<file path="config.mk">
export PLATFORM = sky130hd
export DESIGN_NAME = xor2_bist_ctrl
export DESIGN_NICKNAME = d
export VERILOG_FILES = /design/src/rtl/xor2_bist_ctrl.sv
export SDC_FILE = /design/constraint.sdc
export NUM_CORES = 1
export LEC_CHECK = 0
export ABC_AREA = 1
export BUFFER_PORTS_ARGS = -buffer_cell sky130_fd_sc_hd__buf_4
export CORE_MARGIN = 2
export CORE_UTILIZATION = 40
export CTS_BUF_LIST = sky130_fd_sc_hd__clkbuf_16
export CTS_CLUSTER_DIAMETER = 80
export DETAILED_ROUTE_END_ITERATION = 16
export HOLD_SLACK_MARGIN = 0.12
export MAX_ROUTING_LAYER = met4
export PLACE_DENSITY_LB_ADDON = 0.05
export SETUP_SLACK_MARGIN = 0.15
export SLEW_MARGIN = 20
export SYNTH_ARGS = -nofsm -noshare
export SYNTH_HDL_FRONTEND = slang
export SYNTH_SLANG_ARGS = --single-unit
</file>
<file path="constraint.sdc">
create_clock -name clk -period 1.8 [get_ports clk]
set_clock_uncertainty 0.2 [all_clocks]
set_input_delay 0.18 -clock clk [delete_from_list [all_inputs] [get_ports clk]]
set_output_delay 0.18 -clock clk [all_outputs]
set_load 0.05 [all_outputs]
</file>
<file path="src/rtl/xor2_bist_ctrl.sv">
// Built-in self-test sequencer for a two-input XOR gate: sweeps all input vectors, checks a^b, reports results.
// Optional first-failure capture is enabled by defining XOR2_BIST_CAPTURE_EN.
module xor2_bist_ctrl #(
  parameter int SETTLE_CYCLES = 4,
  parameter int PASSES        = 1,
  parameter int ERR_W         = 3
) (
  input  logic             clk,
  input  logic             rst,
  input  logic             start,
  input  logic             dut_out,
  output logic             dut_a,
  output logic             dut_b,
  output logic             busy,
  output logic             done,
  output logic             pass,
  output logic [ERR_W-1:0] err_cnt,
  output logic [1:0]       fail_vec,
  output logic             fail_valid
);

  localparam int SW = (SETTLE_CYCLES > 1) ? $clog2(SETTLE_CYCLES) : 1;
  localparam int PW = (PASSES > 1) ? $clog2(PASSES) : 1;
  localparam logic [SW-1:0]    SETTLE_LAST = SW'(SETTLE_CYCLES - 32'sd1);
  localparam logic [PW-1:0]    PASS_LAST   = PW'(PASSES - 32'sd1);
  localparam logic [SW-1:0]    SW_ONE      = SW'(32'd1);
  localparam logic [PW-1:0]    PW_ONE      = PW'(32'd1);
  localparam logic [ERR_W-1:0] ERR_ONE     = ERR_W'(32'd1);
  localparam logic [ERR_W-1:0] ERR_MAX     = {ERR_W{1'b1}};
  localparam logic [ERR_W-1:0] ERR_ZERO    = {ERR_W{1'b0}};

  typedef enum logic [1:0] {
    ST_IDLE = 2'd0,
    ST_RUN  = 2'd1,
    ST_DONE = 2'd2
  } state_t;

  function automatic logic [ERR_W-1:0] sat_inc(input logic [ERR_W-1:0] cnt);
    return (cnt == ERR_MAX) ? cnt : cnt + ERR_ONE;
  endfunction

  function automatic logic xor_mismatch(input logic a, input logic b, input logic o);
    return o ^ (a ^ b);
  endfunction

  state_t           state_r, state_s;
  logic [1:0]       vec_r, vec_s;
  logic [SW-1:0]    settle_r, settle_s;
  logic [PW-1:0]    sweep_r, sweep_s;
  logic             busy_r, busy_s;
  logic             done_r, done_s;
  logic             pass_r, pass_s;
  logic [ERR_W-1:0] err_r, err_s;
  logic             start_accept_s;
  logic             sample_s;
  logic             mismatch_s;

  // Next-state and next-output logic for the sequencer
  always_comb begin
    state_s        = state_r;
    vec_s          = vec_r;
    settle_s       = settle_r;
    sweep_s        = sweep_r;
    busy_s         = busy_r;
    done_s         = 1'b0;
    pass_s         = pass_r;
    err_s          = err_r;
    start_accept_s = 1'b0;
    sample_s       = 1'b0;
    mismatch_s     = xor_mismatch(vec_r[0], vec_r[1], dut_out);
    case (state_r)
      ST_IDLE: begin
        start_accept_s = start;
        if (start_accept_s) begin
          state_s  = ST_RUN;
          vec_s    = 2'b00;
          settle_s = {SW{1'b0}};
          sweep_s  = {PW{1'b0}};
          busy_s   = 1'b1;
          pass_s   = 1'b0;
          err_s    = ERR_ZERO;
        end else begin
          state_s = ST_IDLE;
        end
      end
      ST_RUN: begin
        sample_s = (settle_r == SETTLE_LAST);
        if (sample_s) begin
          settle_s = {SW{1'b0}};
          // vec wraps 11->00, so the gate inputs are back at 0 when the run ends
          vec_s    = vec_r + 2'd1;
          if (mismatch_s) begin
            err_s = sat_inc(err_r);
          end else begin
            err_s = err_r;
          end
          if (vec_r == 2'd3) begin
            if (sweep_r == PASS_LAST) begin
              state_s = ST_DONE;
              sweep_s = {PW{1'b0}};
              busy_s  = 1'b0;
              done_s  = 1'b1;
              pass_s  = (err_s == ERR_ZERO);
            end else begin
              sweep_s = sweep_r + PW_ONE;
            end
          end else begin
            sweep_s = sweep_r;
          end
        end else begin
          settle_s = settle_r + SW_ONE;
        end
      end
      ST_DONE: begin
        state_s = ST_IDLE;
      end
      default: begin
        state_s  = ST_IDLE;
        vec_s    = 2'b00;
        settle_s = {SW{1'b0}};
        sweep_s  = {PW{1'b0}};
        busy_s   = 1'b0;
      end
    endcase
  end

  // Sequencer state and registered outputs
  always_ff @(posedge clk or posedge rst) begin
    if (rst) begin
      state_r  <= ST_IDLE;
      vec_r    <= 2'b00;
      settle_r <= {SW{1'b0}};
      sweep_r  <= {PW{1'b0}};
      busy_r   <= 1'b0;
      done_r   <= 1'b0;
      pass_r   <= 1'b0;
      err_r    <= ERR_ZERO;
    end else begin
      state_r  <= state_s;
      vec_r    <= vec_s;
      settle_r <= settle_s;
      sweep_r  <= sweep_s;
      busy_r   <= busy_s;
      done_r   <= done_s;
      pass_r   <= pass_s;
      err_r    <= err_s;
    end
  end

  assign dut_a   = vec_r[0];
  assign dut_b   = vec_r[1];
  assign busy    = busy_r;
  assign done    = done_r;
  assign pass    = pass_r;
  assign err_cnt = err_r;

`ifdef XOR2_BIST_CAPTURE_EN
  logic [1:0] fail_vec_r, fail_vec_s;
  logic       fail_valid_r, fail_valid_s;

  // First-failure capture: only the first mismatch of a run is kept
  always_comb begin
    fail_vec_s   = fail_vec_r;
    fail_valid_s = fail_valid_r;
    if (start_accept_s) begin
      fail_vec_s   = 2'b00;
      fail_valid_s = 1'b0;
    end else if (sample_s && mismatch_s && !fail_valid_r) begin
      fail_vec_s   = vec_r;
      fail_valid_s = 1'b1;
    end else begin
      fail_vec_s   = fail_vec_r;
      fail_valid_s = fail_valid_r;
    end
  end

  // Capture registers
  always_ff @(posedge clk or posedge rst) begin
    if (rst) begin
      fail_vec_r   <= 2'b00;
      fail_valid_r <= 1'b0;
    end else begin
      fail_vec_r   <= fail_vec_s;
      fail_valid_r <= fail_valid_s;
    end
  end

  assign fail_vec   = fail_vec_r;
  assign fail_valid = fail_valid_r;
`else
  assign fail_vec   = 2'b00;
  assign fail_valid = 1'b0;
`endif

endmodule

</file>
* Word-level counts from Yosys, hierarchy flattened
Index checks and enable logic that the tools add are counted.
** Storage, ports and cells
- Flip-flop bits (word level) :: 13
- Output and inout port bits :: 11
- Logic and storage cells :: 69
- Input port bits :: 4
** Operators by class
- Add/subtract/negate cells :: 4
- Muxes and demuxes :: 35
- Reduce and logical (&&, ||, !) cells :: 10
- Equal/unequal tests :: 9
- Bitwise gates (word level) :: 3
** Operators by type and width (number)
- 2-to-1 mux 3 bit :: 6
- 2-to-1 mux 1 bit :: 16
- 2-to-1 mux 2 bit :: 6
- one-hot mux 2 bit (3 select lines) :: 2
- AND reduction 5 bit :: 2
- AND reduction 3 bit :: 3
- inequality test 2 bit, second input constant :: 4
- equality test 2 bit, second input constant :: 3
- one-hot mux 1 bit (3 select lines) :: 2
- one-hot mux 3 bit (2 select lines) :: 1
- adder 2 x 1 -> 2 bit, second input constant :: 2
- one-hot mux 2 bit (2 select lines) :: 1
- AND reduction 4 bit :: 1
- adder 3 x 1 -> 3 bit, second input constant :: 1
- equality test 3 bit, second input constant :: 1
- logical NOT 3 bit :: 1
- equality test 2 x 1 -> 1 bit, second input constant :: 1
- logical NOT 2 bit :: 1
- one-hot mux 1 bit (2 select lines) :: 1
- AND reduction 2 bit :: 1
- nonzero test 2 bit :: 1
- bitwise XOR 1 bit :: 2
- adder 1 bit, second input constant :: 1
- inverter 1 bit :: 1

* Longest topological paths before layout
- Word-level depth :: 10
- Mapped depth :: 8
- Gate-level depth less buffers :: 8

* Least setup slack after synthesis
No wires, ideal clock.
- Path kind :: register to register
- Start point :: register vec_r[0]
- End point :: register pass_r (netlist: pass)
- Stages on the path, launching flop included :: 9
- Period minus slack after synthesis :: 1.716 ns
- Buffers on the path :: 0
- Path slack :: 0.084 ns
- Arrival :: 1.398 ns
- Required time :: 1.482 ns
- Setup time :: 0.118 ns
- Cells stage by stage :: dfrtp_1 > ha_1 > inv_1 > nand2_1 > nand3_1 > nand2_1 > nand2_1 > nand3_1 > nand2_1
** Between the ends
- Longest elaborated chain between the ends :: 10
- Elaborated cells between the ends (all ways) :: 13
- Classes of those cells :: eq/ne: 2; mux: 7; bitwise: 2; reduce/logical: 2
** Ends and longest elaborated chain
- start: declaration :: RTL line 47 : logic [1:0] vec_r, vec_s;
- start signal: assignment :: RTL line 140 : vec_r <= vec_s;
- bitwise XOR 1 bit (2 in series) :: RTL line 43 : return o ^ (a ^ b);
- 2-to-1 mux 3 bit :: RTL line 92 : if (mismatch_s) begin
- 2-to-1 mux 3 bit :: RTL line 88 : if (sample_s) begin
- 2-to-1 mux 3 bit :: RTL line 71 : case (state_r)
- logical NOT 3 bit :: RTL line 103 : pass_s = (err_s == ERR_ZERO);
- 2-to-1 mux 1 bit :: RTL line 98 : if (sweep_r == PASS_LAST) begin
- 2-to-1 mux 1 bit :: RTL line 97 : if (vec_r == 2'd3) begin
- 2-to-1 mux 1 bit :: RTL line 88
- one-hot mux 1 bit (2 select lines) :: RTL line 71
- end signal: assignment :: RTL line 145 : pass_r <= pass_s;
- end: declaration :: RTL line 52 : logic pass_r, pass_s;
Several ways; a longest one is shown, not always the timed one. The select of a mux whose other input is x is not followed.
A chain may end at the register's enable or synchronous reset.

* Worst setup path in the final report
Same ends and word-level chain as after synthesis.

==> impl_results.md <==
* Status: finished, final reports clean
* Cells on worst reg2reg path at 7
* DP Wirelength at 849 microns
* Num CTS Buffers at 3
* Worst VDD drop at roughly 0.0011 V
* Final core utilization at around 55%
* Clock Sinks at 12
* Vias in the first global route at between 400 and 500
* Placed cell count at slightly above 100
* Gr ovfl total at 0
* RSZ-0062 raised after global routing: no
* Number of diodes at 0
* Layout Cells excl Fill at roughly 110
* Skew-Pair Late Insertion Delay at around 240 ps
* EDFF count, synth at 0
* Final setup vio count at 0
* Cell Pwr Density at 1910 nW/um^2
* I/O Pins at 15
* Hold_ws at 221 ps
* Max Slew Vio Count at 0
* Critical path peak fanout at 4
* Clk root buf: clkbuf_16
* FILL cells at between 100 and 150
* GRT Overall Usage at between 10% and 20%
* Type of origin of the critical path: flip-flop
* Synth cell types at 18
* Sequential area share after synthesis at 47.8%
* Row Count at 14
* Core ar. at ~1500 sq um
* Die area at 1900 sq um
* Mean Syn Cell Area at ~8.3 sq um
* Initial antenna violation count at 0
* Largest net degree at the start of global routing at 13
* Async S/R FF share, synth at 100%
* Routed wire per std cell at 10.5 microns
* Synth Flop Type: dfrtp_1
* Maximum clock insertion buffer count at 2
* Max cap viols at 0
* Minimum clock period at between 1500 and 2000 ps
* # nets final at 100
* Initial core utilization at a little over two fifths
* CTS tree: yes
* Post-CTS setup buffers at 0
* Routability cong. at 0.681
* Post-Syn Instances at 76
* Post-synthesis register bit count at 12
* Final period utilization at 86.3%
* Worst Path Required at ~1700 ps
* Remaining antenna violation count after routing at 0
* DIE HEIGHT at around 44 microns
* CTS HTree Levels at 1
* Min-delay worst type: primary input to flip-flop
* Via density per instance at 4.78
* Setup_tns at 0 ps
* DRC Markers at 0
* Crit path arrival time at around 1500 ps
* Die Wd at about 44 microns
* Wire length of the first global-routing pass at between 2000 and 2500 microns
* Share of layout cells above drive strength 1 at approximately 27%
* Synthesized cell area at between 600 and 700 sq um
* Routed WL at 1130 microns
* Lkg Pwr at 0.464 nW
* Clock transition at the registers of the reported paths at around 40 ps
* Initial drt markers at 6
* Synth Warn # at 0
* Max Clock Freq at 0.644 GHz
* Detailed-route via count at 516
* Final hold violations at 0
* WHS Path Cells at 6
* Area grow syn2layout at 31.3%
* TritonRoute pass-1 iters at 4
* Setup crit end kind: flip-flop
* PortBufs at 11
* WS Path Type: flip-flop to flip-flop
-- layer usage --
layer,vias up,wire length (microns),global-route usage [%]
li1,271,-,-
met1,224,557,21.2
met2,17,480,20.6
met3,4,68,3.75
met4,0,26,9.09
met5,-,0,-
-- worst paths after layout --
| path | startpoint | to | slack (ps) |
|---|---|---|---|
| max reg2reg | vec_r[0] | pass | 250 |
| min reg2reg | busy | busy | 270 |
| max in group asynchronous | rst | vec_r[1] | 750 |
| min | dut_out | err_cnt[2] | 220 |
| min in group asynchronous | rst | state_r[0] | 310 |
| max | vec_r[0] | pass | 250 |
-- stage by stage --
| step | worst slack [ps] | instance area (sq um) | power (W) |
|---|---|---|---|
| after global placement | 288 | 718 | 0.00116 |
| after detailed placement | 264 | 718 | 0.00116 |
| after floorplan | 191 | 638 | 0.000991 |
| after global routing | 157 | 825 | 0.00169 |
| after CTS | 254 | 817 | 0.00158 |
| final | 246 | 825 | 0.00157 |
-- kinds of logic after synthesis --
kind of cell / Yosys count / synth area share, %
AND/OR/NAND/NOR: 34 / 24.9
AO/OA/AOI/OAI: 9 / 8.76
other: 1 / 0.597
buffers and inverters: 17 / 12.0
adder cells (fa/ha/maj): 3 / 5.98
flip-flops: 12 / 47.8
-- synth_stat cells (2+ instances only) --
master | instances | area (sq um)
nor2_1 | 2 | 7.51
dfrtp_1 | 12 | 300
buf_4 | 3 | 22.5
inv_2 | 3 | 11.3
nand2_2 | 2 | 12.5
inv_1 | 11 | 41.3
nand4_1 | 2 | 12.5
nand3_1 | 4 | 20.0
o22ai_1 | 2 | 12.5
nand2_1 | 22 | 82.6
ha_1 | 3 | 37.5
o21ai_0 | 4 | 20.0
-- layout by cell type, fill, tap and decap left out, types with 3 or more instances in the layout --
| master | instances |
|---|---|
| nand2_1 | 21 |
| inv_1 | 11 |
| buf_4 | 11 |
| dfrtp_1 | 10 |
| o21ai_0 | 4 |
| inv_2 | 3 |
| nand2_2 | 3 |
| nand3_1 | 3 |
| ha_1 | 3 |
| conb_1 | 3 |
| clkbuf_16 | 3 |
-- flip-flops by register name, indices dropped and copies added (netlist names) --
register and count:
settle_r 2, err_cnt 3, state_r 2, pass 1, done 1, busy 1
vec_r 2
-- timing repair --
item | in CTS | in global routing
resized for setup | 0 | 2
hold buffers | 2 | 0
endpoints found under the hold margin | 15 | 0
endpoints found under the setup margin | 0 | 1
-- cell type report --
type	instances	area (sq um)	share of cell area [%]
tap	16	20.0	2.43
multi-input combinational	49	268	32.5
timing repair buffer	13	103	12.4
sequential	12	303	36.7
inverter	14	52.6	6.37
clock buffer	3	75.1	9.10
clock inverter	1	3.75	0.455
-- power breakdown --
part	internal, W	switching, W	leakage (nW)
logic	0.000243	0.000495	0.275
clock network	0.000292	0.000112	0.0385
registers	0.000366	0.0000662	0.151
-- critical path: stages (launching register included) --
cell and delay, ps:
dfrtp_2 410, ha_1 310, nand2_1 140, nand3_1 120, nand2_1 70, nand2_1 60
nand3_1 80, nand2_1 50
Note: power is estimated with default switching activity, not from simulation.
